`src/rtl/fht_but_core.sv`:
```
// rtl/fht_but_core.sv - radix-2 two-dot FHT butterfly, two-stage pipeline
//
// Purpose:
//   Rotates (iX_1, iX_2) by the twiddle pair (iCOS, iSIN), then adds the
//   rotation to iX_0 and subtracts it from iX_0. The result is halved so the
//   stage does not grow. One butterfly is accepted per clock. There is no
//   handshake and no stall.
//
// Pipeline:
//   edge k   : P  = iCOS*iX_1 + iSIN*iX_2   (full precision, D+W+1 bits)
//   edge k+1 : R  = P / 2U                  (U = 2^(W_SIZE-2))
//              oY_0 = (iX_0 + R) / 2,  oY_1 = (iX_0 - R) / 2
//   iX_0 is therefore presented one cycle after the iX_1/iX_2/iSIN/iCOS
//   values it pairs with.
//
// Ports:
//   iCLK    in   1        clock, rising edge
//   iRESET  in   1        asynchronous reset, active low
//   iX_0    in   D_SIZE   signed sample, added/subtracted directly
//   iX_1    in   D_SIZE   signed sample, multiplied by iCOS
//   iX_2    in   D_SIZE   signed sample, multiplied by iSIN
//   iSIN    in   W_SIZE   signed twiddle sine,   -U..+U
//   iCOS    in   W_SIZE   signed twiddle cosine, -U..+U
//   oY_0    out  D_SIZE   registered sum output
//   oY_1    out  D_SIZE   registered difference output
//
// Build option:
//   FHT_BUT_ROUND_EN  defined   -> both divisions round to nearest, half up
//                     undefined -> both divisions truncate toward -infinity

module fht_but_core #(
  parameter int D_SIZE = 16,
  parameter int W_SIZE = 16
) (
  input  logic                     iCLK,
  input  logic                     iRESET,
  input  logic signed [D_SIZE-1:0] iX_0,
  input  logic signed [D_SIZE-1:0] iX_1,
  input  logic signed [D_SIZE-1:0] iX_2,
  input  logic signed [W_SIZE-1:0] iSIN,
  input  logic signed [W_SIZE-1:0] iCOS,
  output logic signed [D_SIZE-1:0] oY_0,
  output logic signed [D_SIZE-1:0] oY_1
);

  localparam int PW = D_SIZE + W_SIZE;  // single product width
  localparam int SW = PW + 1;           // sum of two products

  // ---------------------------------------------------------------------------
  // Stage 1: rotation products, kept at full precision
  // ---------------------------------------------------------------------------
  logic signed [PW-1:0] x1_ext;
  logic signed [PW-1:0] x2_ext;
  logic signed [PW-1:0] cos_ext;
  logic signed [PW-1:0] sin_ext;
  logic signed [PW-1:0] prod_c;
  logic signed [PW-1:0] prod_s;
  logic signed [SW-1:0] p_next;
  logic signed [SW-1:0] p_reg;

  // Operands are sign-extended to the product width up front so the multiply
  // is a same-width signed multiply whose low PW bits are the exact product.
  assign x1_ext  = {{W_SIZE{iX_1[D_SIZE-1]}}, iX_1};
  assign x2_ext  = {{W_SIZE{iX_2[D_SIZE-1]}}, iX_2};
  assign cos_ext = {{D_SIZE{iCOS[W_SIZE-1]}}, iCOS};
  assign sin_ext = {{D_SIZE{iSIN[W_SIZE-1]}}, iSIN};

  assign prod_c = cos_ext * x1_ext;
  assign prod_s = sin_ext * x2_ext;
  assign p_next = {prod_c[PW-1], prod_c} + {prod_s[PW-1], prod_s};

  // ---------------------------------------------------------------------------
  // Stage 2: scale the rotation by 1/(2U), then butterfly and halve
  // ---------------------------------------------------------------------------
  logic signed [D_SIZE-1:0] r_val;
  logic signed [D_SIZE-1:0] y0_next;
  logic signed [D_SIZE-1:0] y1_next;
  logic                     unused_bits;

`ifdef FHT_BUT_ROUND_EN
  // One extra bit on every rounding adder so that adding the half-LSB
  // constant to the most positive operand cannot wrap.
  localparam int RW = SW + 1;
  localparam logic [RW-1:0] P_HALF = RW'(1) << (W_SIZE - 2);

  logic signed [RW-1:0]     p_rnd;
  logic signed [RW-1:0]     p_shift;
  logic        [D_SIZE+1:0] sum_a;
  logic        [D_SIZE+1:0] sum_s;

  assign p_rnd   = {p_reg[SW-1], p_reg} + P_HALF;
  assign p_shift = p_rnd >>> (W_SIZE - 1);
  // For legal coefficients |R| <= 0.71*MAX_D, so the low D_SIZE bits hold R.
  assign r_val   = p_shift[D_SIZE-1:0];

  assign sum_a = {{2{iX_0[D_SIZE-1]}}, iX_0} + {{2{r_val[D_SIZE-1]}}, r_val}
                 + (D_SIZE+2)'(1);
  assign sum_s = {{2{iX_0[D_SIZE-1]}}, iX_0} - {{2{r_val[D_SIZE-1]}}, r_val}
                 + (D_SIZE+2)'(1);

  // Taking bits [D_SIZE:1] is the arithmetic >>1; the result always fits.
  assign y0_next = sum_a[D_SIZE:1];
  assign y1_next = sum_s[D_SIZE:1];

  // Bits outside the output range are sign copies for legal inputs.
  assign unused_bits = ^{p_shift[RW-1:D_SIZE], sum_a[D_SIZE+1], sum_a[0],
                         sum_s[D_SIZE+1], sum_s[0]};
`else
  logic signed [SW-1:0]     p_shift;
  logic        [D_SIZE:0]   sum_a;
  logic        [D_SIZE:0]   sum_s;

  // Arithmetic shift: truncation toward minus infinity.
  assign p_shift = p_reg >>> (W_SIZE - 1);
  // For legal coefficients |R| <= 0.71*MAX_D, so the low D_SIZE bits hold R.
  assign r_val   = p_shift[D_SIZE-1:0];

  // Add/subtract at D_SIZE+1 bits, then drop the LSB for the >>1.
  assign sum_a = {iX_0[D_SIZE-1], iX_0} + {r_val[D_SIZE-1], r_val};
  assign sum_s = {iX_0[D_SIZE-1], iX_0} - {r_val[D_SIZE-1], r_val};

  assign y0_next = sum_a[D_SIZE:1];
  assign y1_next = sum_s[D_SIZE:1];

  // Bits outside the output range are sign copies for legal inputs.
  assign unused_bits = ^{p_shift[SW-1:D_SIZE], sum_a[0], sum_s[0]};
`endif

  // ---------------------------------------------------------------------------
  // Pipeline registers; reset discards any butterfly in flight
  // ---------------------------------------------------------------------------
  always_ff @(posedge iCLK or negedge iRESET) begin
    if (!iRESET) begin
      p_reg <= '0;
      oY_0  <= '0;
      oY_1  <= '0;
    end else begin
      p_reg <= p_next;
      oY_0  <= y0_next;
      oY_1  <= y1_next;
    end
  end

endmodule

```
`config.mk`:
```
export PLATFORM = sky130hd
export DESIGN_NAME = fht_but_core
export DESIGN_NICKNAME = d
export VERILOG_FILES = /design/src/rtl/fht_but_core.sv
export SDC_FILE = /design/constraint.sdc
export NUM_CORES = 1
export LEC_CHECK = 0
export CAP_MARGIN = 0
export CORE_MARGIN = 2
export CORE_UTILIZATION = 28
export CTS_CLUSTER_DIAMETER = 150
export CTS_CLUSTER_SIZE = 30
export DETAILED_ROUTE_END_ITERATION = 8
export SETUP_SLACK_MARGIN = 0.3
export SYNTH_ARGS = -nofsm -noshare
export SYNTH_HDL_FRONTEND = slang
export SYNTH_SLANG_ARGS = --single-unit
```
`constraint.sdc`:
```
create_clock -name iCLK -period 2.3 [get_ports iCLK]
set_input_delay 0.23 -clock iCLK [delete_from_list [all_inputs] [get_ports iCLK]]
set_output_delay 0.23 -clock iCLK [all_outputs]
set_load 0.1 [all_outputs]
```
## After elaboration in Yosys (flattened, before gate mapping)

Cells that the tools add are included.

- Output and inout bits: 32
- Register bits after elaboration: 63

- Multiply operators: 2
- $add $sub $neg: 3

Operator list:

| operator | count |
|---|---|
| 16-bit by 16-bit multiplier with 31-bit output | 2 |
| 31-bit adder | 1 |
| 16-bit by 16-bit adder with 17-bit output | 1 |
| 16-bit by 16-bit subtractor with 17-bit output | 1 |

## Depth between registers and ports, before layout

Gate-level depths: netlist of the first run.

- Depth after elaboration: 2
- Depth in mapped cells: 27

## Worst setup path before layout of the first run

Ideal clock, no wire load.

- Kind: input port to flip-flop
- Start: input port iSIN[15]
- End: register p_reg[28]
- Cell stages on the path: 23
- Arrival time: 6.852 ns
- Buffers on the path: 1
- Setup slack: -4.678 ns
- Data required time: 2.174 ns
- Library setup time: 0.126 ns
- Path through: clkbuf_1 > nand2_1 > fa_1 > inv_1 > fa_1 > fa_1 > inv_1 > fa_1 > inv_1 > fa_1 > fa_1 > fa_1 > inv_1 > fa_1 > inv_1 > ha_1 > and3_1 > and2_1 > and4_1 > a221o_2 > o41ai_4 > nor4_1 > a311o_1

- Longest elaborated chain between the ends: 2

Ends and longest elaborated chain:

| what | RTL line | text |
|---|---|---|
| start: declaration | 40 | `input logic signed [W_SIZE-1:0] iSIN,` |
| 16-bit by 16-bit multiplier with 31-bit output | 69 | `assign prod_s = sin_ext * x2_ext;` |
| 31-bit adder | 70 | `assign p_next = {prod_c[PW-1], prod_c} + {prod_s[PW-1], prod_s};` |
| via p_next[28] | 58 | `logic signed [SW-1:0] p_next;` |
| end signal: assignment | 138 | `p_reg <= p_next;` |
| end: declaration | 59 | `logic signed [SW-1:0] p_reg;` |

The timed path passes the listed nets, and every way through them passes these cells.

## Final worst setup path of the first run

- Start: input port iX_2[8]
- End: register p_reg[28]

- Longest elaborated chain between the ends: 2

Ends and longest elaborated chain:

| what | RTL line | text |
|---|---|---|
| start: declaration | 39 | `input logic signed [D_SIZE-1:0] iX_2,` |
| 16-bit by 16-bit multiplier with 31-bit output | 69 |  |
| 31-bit adder | 70 |  |
| via p_next[28] | 58 |  |

The timed path passes the listed nets, and every way through them passes these cells.

==> out/metrics.yaml, run 1 <==
outcome:
  outcome: "finished, violations left"
  violations: "setup timing"
floorplanning:
  row_count: 101
  die_h_um: 282
  initial_core_util_pct: 28.4
  pin_count: 114
  die_x_um: 282
  die_area_um2: 79600
  coreArea_um2: 76200
setup_path:
  ff2ff_path_depth: 11
  critPathLaunchType: "input pin"
  arrival_ns: 6.96
  reg2reg_setup_slack_ns: -0.26
  slowest_delay_ns: 0.60
  cp.required_ns: 2.48
  end_kind: "flop"
  crit_type: "input pin to flop"
  rr_endpoint: "oY_1[13]"
  r2r-start: "p_reg[15]"
  crit_chain: "clkdlybuf4s15_1 > nand2_1 > fa_1 > inv_1 > fa_1 > inv_1 > fa_1 > inv_1 > fa_1 > fa_1 > fa_1 > fa_1 > inv_1 > fa_1 > inv_2 > ha_4 > nor3_4 > nor2_2 > a41oi_2 > o31ai_4 > a221o_2 > o41ai_4 > nor4_1 > a311o_1"
  cp_common_cell: "fa_1"
  crit_fanout: 3
  cp_slowest_cell: "fa_1"
global_routing:
  first_global_vias: 17700
  grt_max_degree: 19
  grt_usage_pct: 15.0
  grt_overflow: 0
  antenna_found_initial: 2
  grt_pass1_wl_um: 94700
finish:
  syn_to_final_growth_pct: 32.0
  nNetsFinal: 3543
  utilization_pct: 37.5
  diodes: 0
  drive_gt1_share_pct: 25.1
synth:
  yosysWarnings: 0
  synth-seq-cells: 48
  ys_types: 63
  syn-num-nets: 3095
  seq_area_frac_synth_pct: 5.55
  netlist_area_um2: 21700
  syn_area_per_cell_um2: 9.48
  synth-edff-count: 0
  synth_ff_type: "dfrtp_1"
  async_flop_share_pct: 100
  synthCells: 2284
detailed_routing:
  vias: 15900
  drt_pass1_iterations: 5
  post_drt_wl_per_cell_um: 15.1
  drt_iter0_drc: 651
  drc: 0
  routed_wl_um: 56800
  viasPerCell: 4.22
  antenna_left: 0
timing:
  setup_viol: 24
  fin_ws_ns: -4.48
  fin_skew_ns: 0.00364
  period_minus_slack_ns: 6.78
  tightest_slew_ns: 0.542
  hold_ws_ns: 0.401
  period_share_pct: 295
  fmax_mhz: 147
  rsz0062_at_grt: "true"
  slew_viol_final: 0
  slew_headroom_pct: 63.5
  finalHoldViolCount: 0
cts:
  cts_buffer_depth: 2
  clk_latency_ns: 0.29
  cts_tree: "yes"
  numCtsBuffers: 5
  htree_levels: 2
  path_clk_slew_ns: 0.07
  cts.sinks: 48
  cts-root-buf: "clkbuf_16"
place:
  gp_congestion: 0.850
  dp_hpwl_um: 48700
  io_buffer_count: 113
  dp_worst_setup_slack_ns: -5.18
min_path:
  hold_class: "input pin to asynchronous set/reset pin"
flow_run:
  maxCapViolCount: 0
[metal layers]
metal	vias to the layer above	global-route usage, %	share of wire (%)
met5	-	0	0.023
met4	2	2.28	1.5
met3	43	1.09	3.2
met2	263	26.0	49
met1	8167	21.0	46
li1	7403	-	-
[cell usage after synthesis (13+ instances only)]
cell type,number,area share (%)
a21oi_1,23,0.53
and2_1,241,7.0
nor2b_1,13,0.38
nand2_1,254,4.4
inv_1,657,11
dfrtp_1,48,5.5
xor2_1,14,0.57
nor2_1,48,0.83
ha_1,170,9.8
fa_1,559,52
nor3_1,14,0.32
nand2b_1,15,0.43
clkbuf_1,71,1.2
xnor2_1,51,2.1
[worst max-delay path: cells and delay by family]
kind                       cells  cell delay, ns
adders and majority gates      9            4.34
AOI/OAI and AO/OA              5            1.39
buffers and inverters          6            0.56
and+or+nand+nor                4            0.44
[cell type report]
| cell class | count | area (um2) |
|---|---|---|
| fillers | 7504 | 47600 |
| multi-input cells | 1506 | 18600 |
| repair buffers | 514 | 4840 |
| inverters | 657 | 2470 |
| well taps | 1030 | 1290 |
| flip-flops and latches | 48 | 1200 |
| clock buffers | 5 | 125 |
| clock inverters | 3 | 23.8 |
[cells by family after synthesis]
kind of cell	after synthesis	share of synthesized area, %
XOR/XNOR	65	2.63
buffers and inverters	730	12.7
flip-flops	48	5.55
AND/OR/NAND/NOR	614	14.2
adder cells (fa/ha/maj)	729	61.5
AO/OA/AOI/OAI	98	3.40
[placed cells by master (no fill, tap or decap), drive strengths merged, types with 3 or more instances in the layout]
cell	netlist	routed
a21o	9	9
bufbuf	0	8
a211oi	4	4
clkdlybuf4s15	0	16
or2	5	5
inv	657	655
a31oi	4	4
nor2b	14	14
o21a	4	4
dlygate4sd2	0	12
o21bai	9	9
clkbuf	71	17
nand3	8	8
xnor2	51	51
a221oi	4	4
fa	559	559
and2	241	241
clkdlybuf4s50	0	14
o31ai	3	3
nand2	254	254
o21ai	10	10
a21oi	25	25
nor3	15	15
dfrtp	48	48
o211ai	4	4
ha	170	170
clkinvlp	0	4
nand2b	15	15
nor2	48	48
xor2	14	14
and3	3	3
buf	2	451
[timing repair]
action,in CTS,in global routing
setup endpoints to repair,35,34
buffers inserted,74,19
gates cloned,13,1
pin swaps,196,101
endpoints found under the hold margin,16,0
hold buffers,1,0
gates resized for setup,362,117
[per-stage QoR]
stage                     instances  TNS, ns  area, um2
final                          3763   -68.86      28600
after global routing           3763   -72.93      28600
after CTS                      3743   -69.00      28100
after detailed placement       3647   -86.19      26400
after global placement         3647   -85.23      26400
after floorplan                2284   -61.18      22000
[how the worst max path moves through the flow]
stage,end,startpoint,cells past startpoint
after global placement,p_reg[28],iX_2[4],23
after detailed placement,p_reg[30],iCOS[12],25
after CTS,p_reg[28],iX_2[6],25
after floorplan,p_reg[28],iSIN[15],23
final,p_reg[28],iX_2[8],24
after global routing,p_reg[28],iX_1[15],25
Power of run 1 is left out: the tool's default activity adds up to more than one toggle a clock period on the data nets, which glitch-free logic cannot reach.
==> run 2, diff against run 1 <==
--- a/config.mk
+++ b/config.mk
@@ -12,6 +12,7 @@
 export CTS_CLUSTER_SIZE = 30
 export DETAILED_ROUTE_END_ITERATION = 8
 export SETUP_SLACK_MARGIN = 0.3
+export SLEW_MARGIN = 0
 export SYNTH_ARGS = -nofsm -noshare
 export SYNTH_HDL_FRONTEND = slang
 export SYNTH_SLANG_ARGS = --single-unit
==> results of run 2 <==
The final DEF is identical to that of run 1; final timing and power are the same.
Power of run 2 is left out for the same reason.
==> run 3, diff against run 2 <==
--- a/config.mk
+++ b/config.mk
@@ -9,7 +9,6 @@
 export CORE_MARGIN = 2
 export CORE_UTILIZATION = 28
 export CTS_CLUSTER_DIAMETER = 150
-export CTS_CLUSTER_SIZE = 30
 export DETAILED_ROUTE_END_ITERATION = 8
 export SETUP_SLACK_MARGIN = 0.3
 export SLEW_MARGIN = 0
==> results of run 3 <==
The final DEF is identical to that of run 1; final timing and power are the same.
Power of run 3 is left out for the same reason.
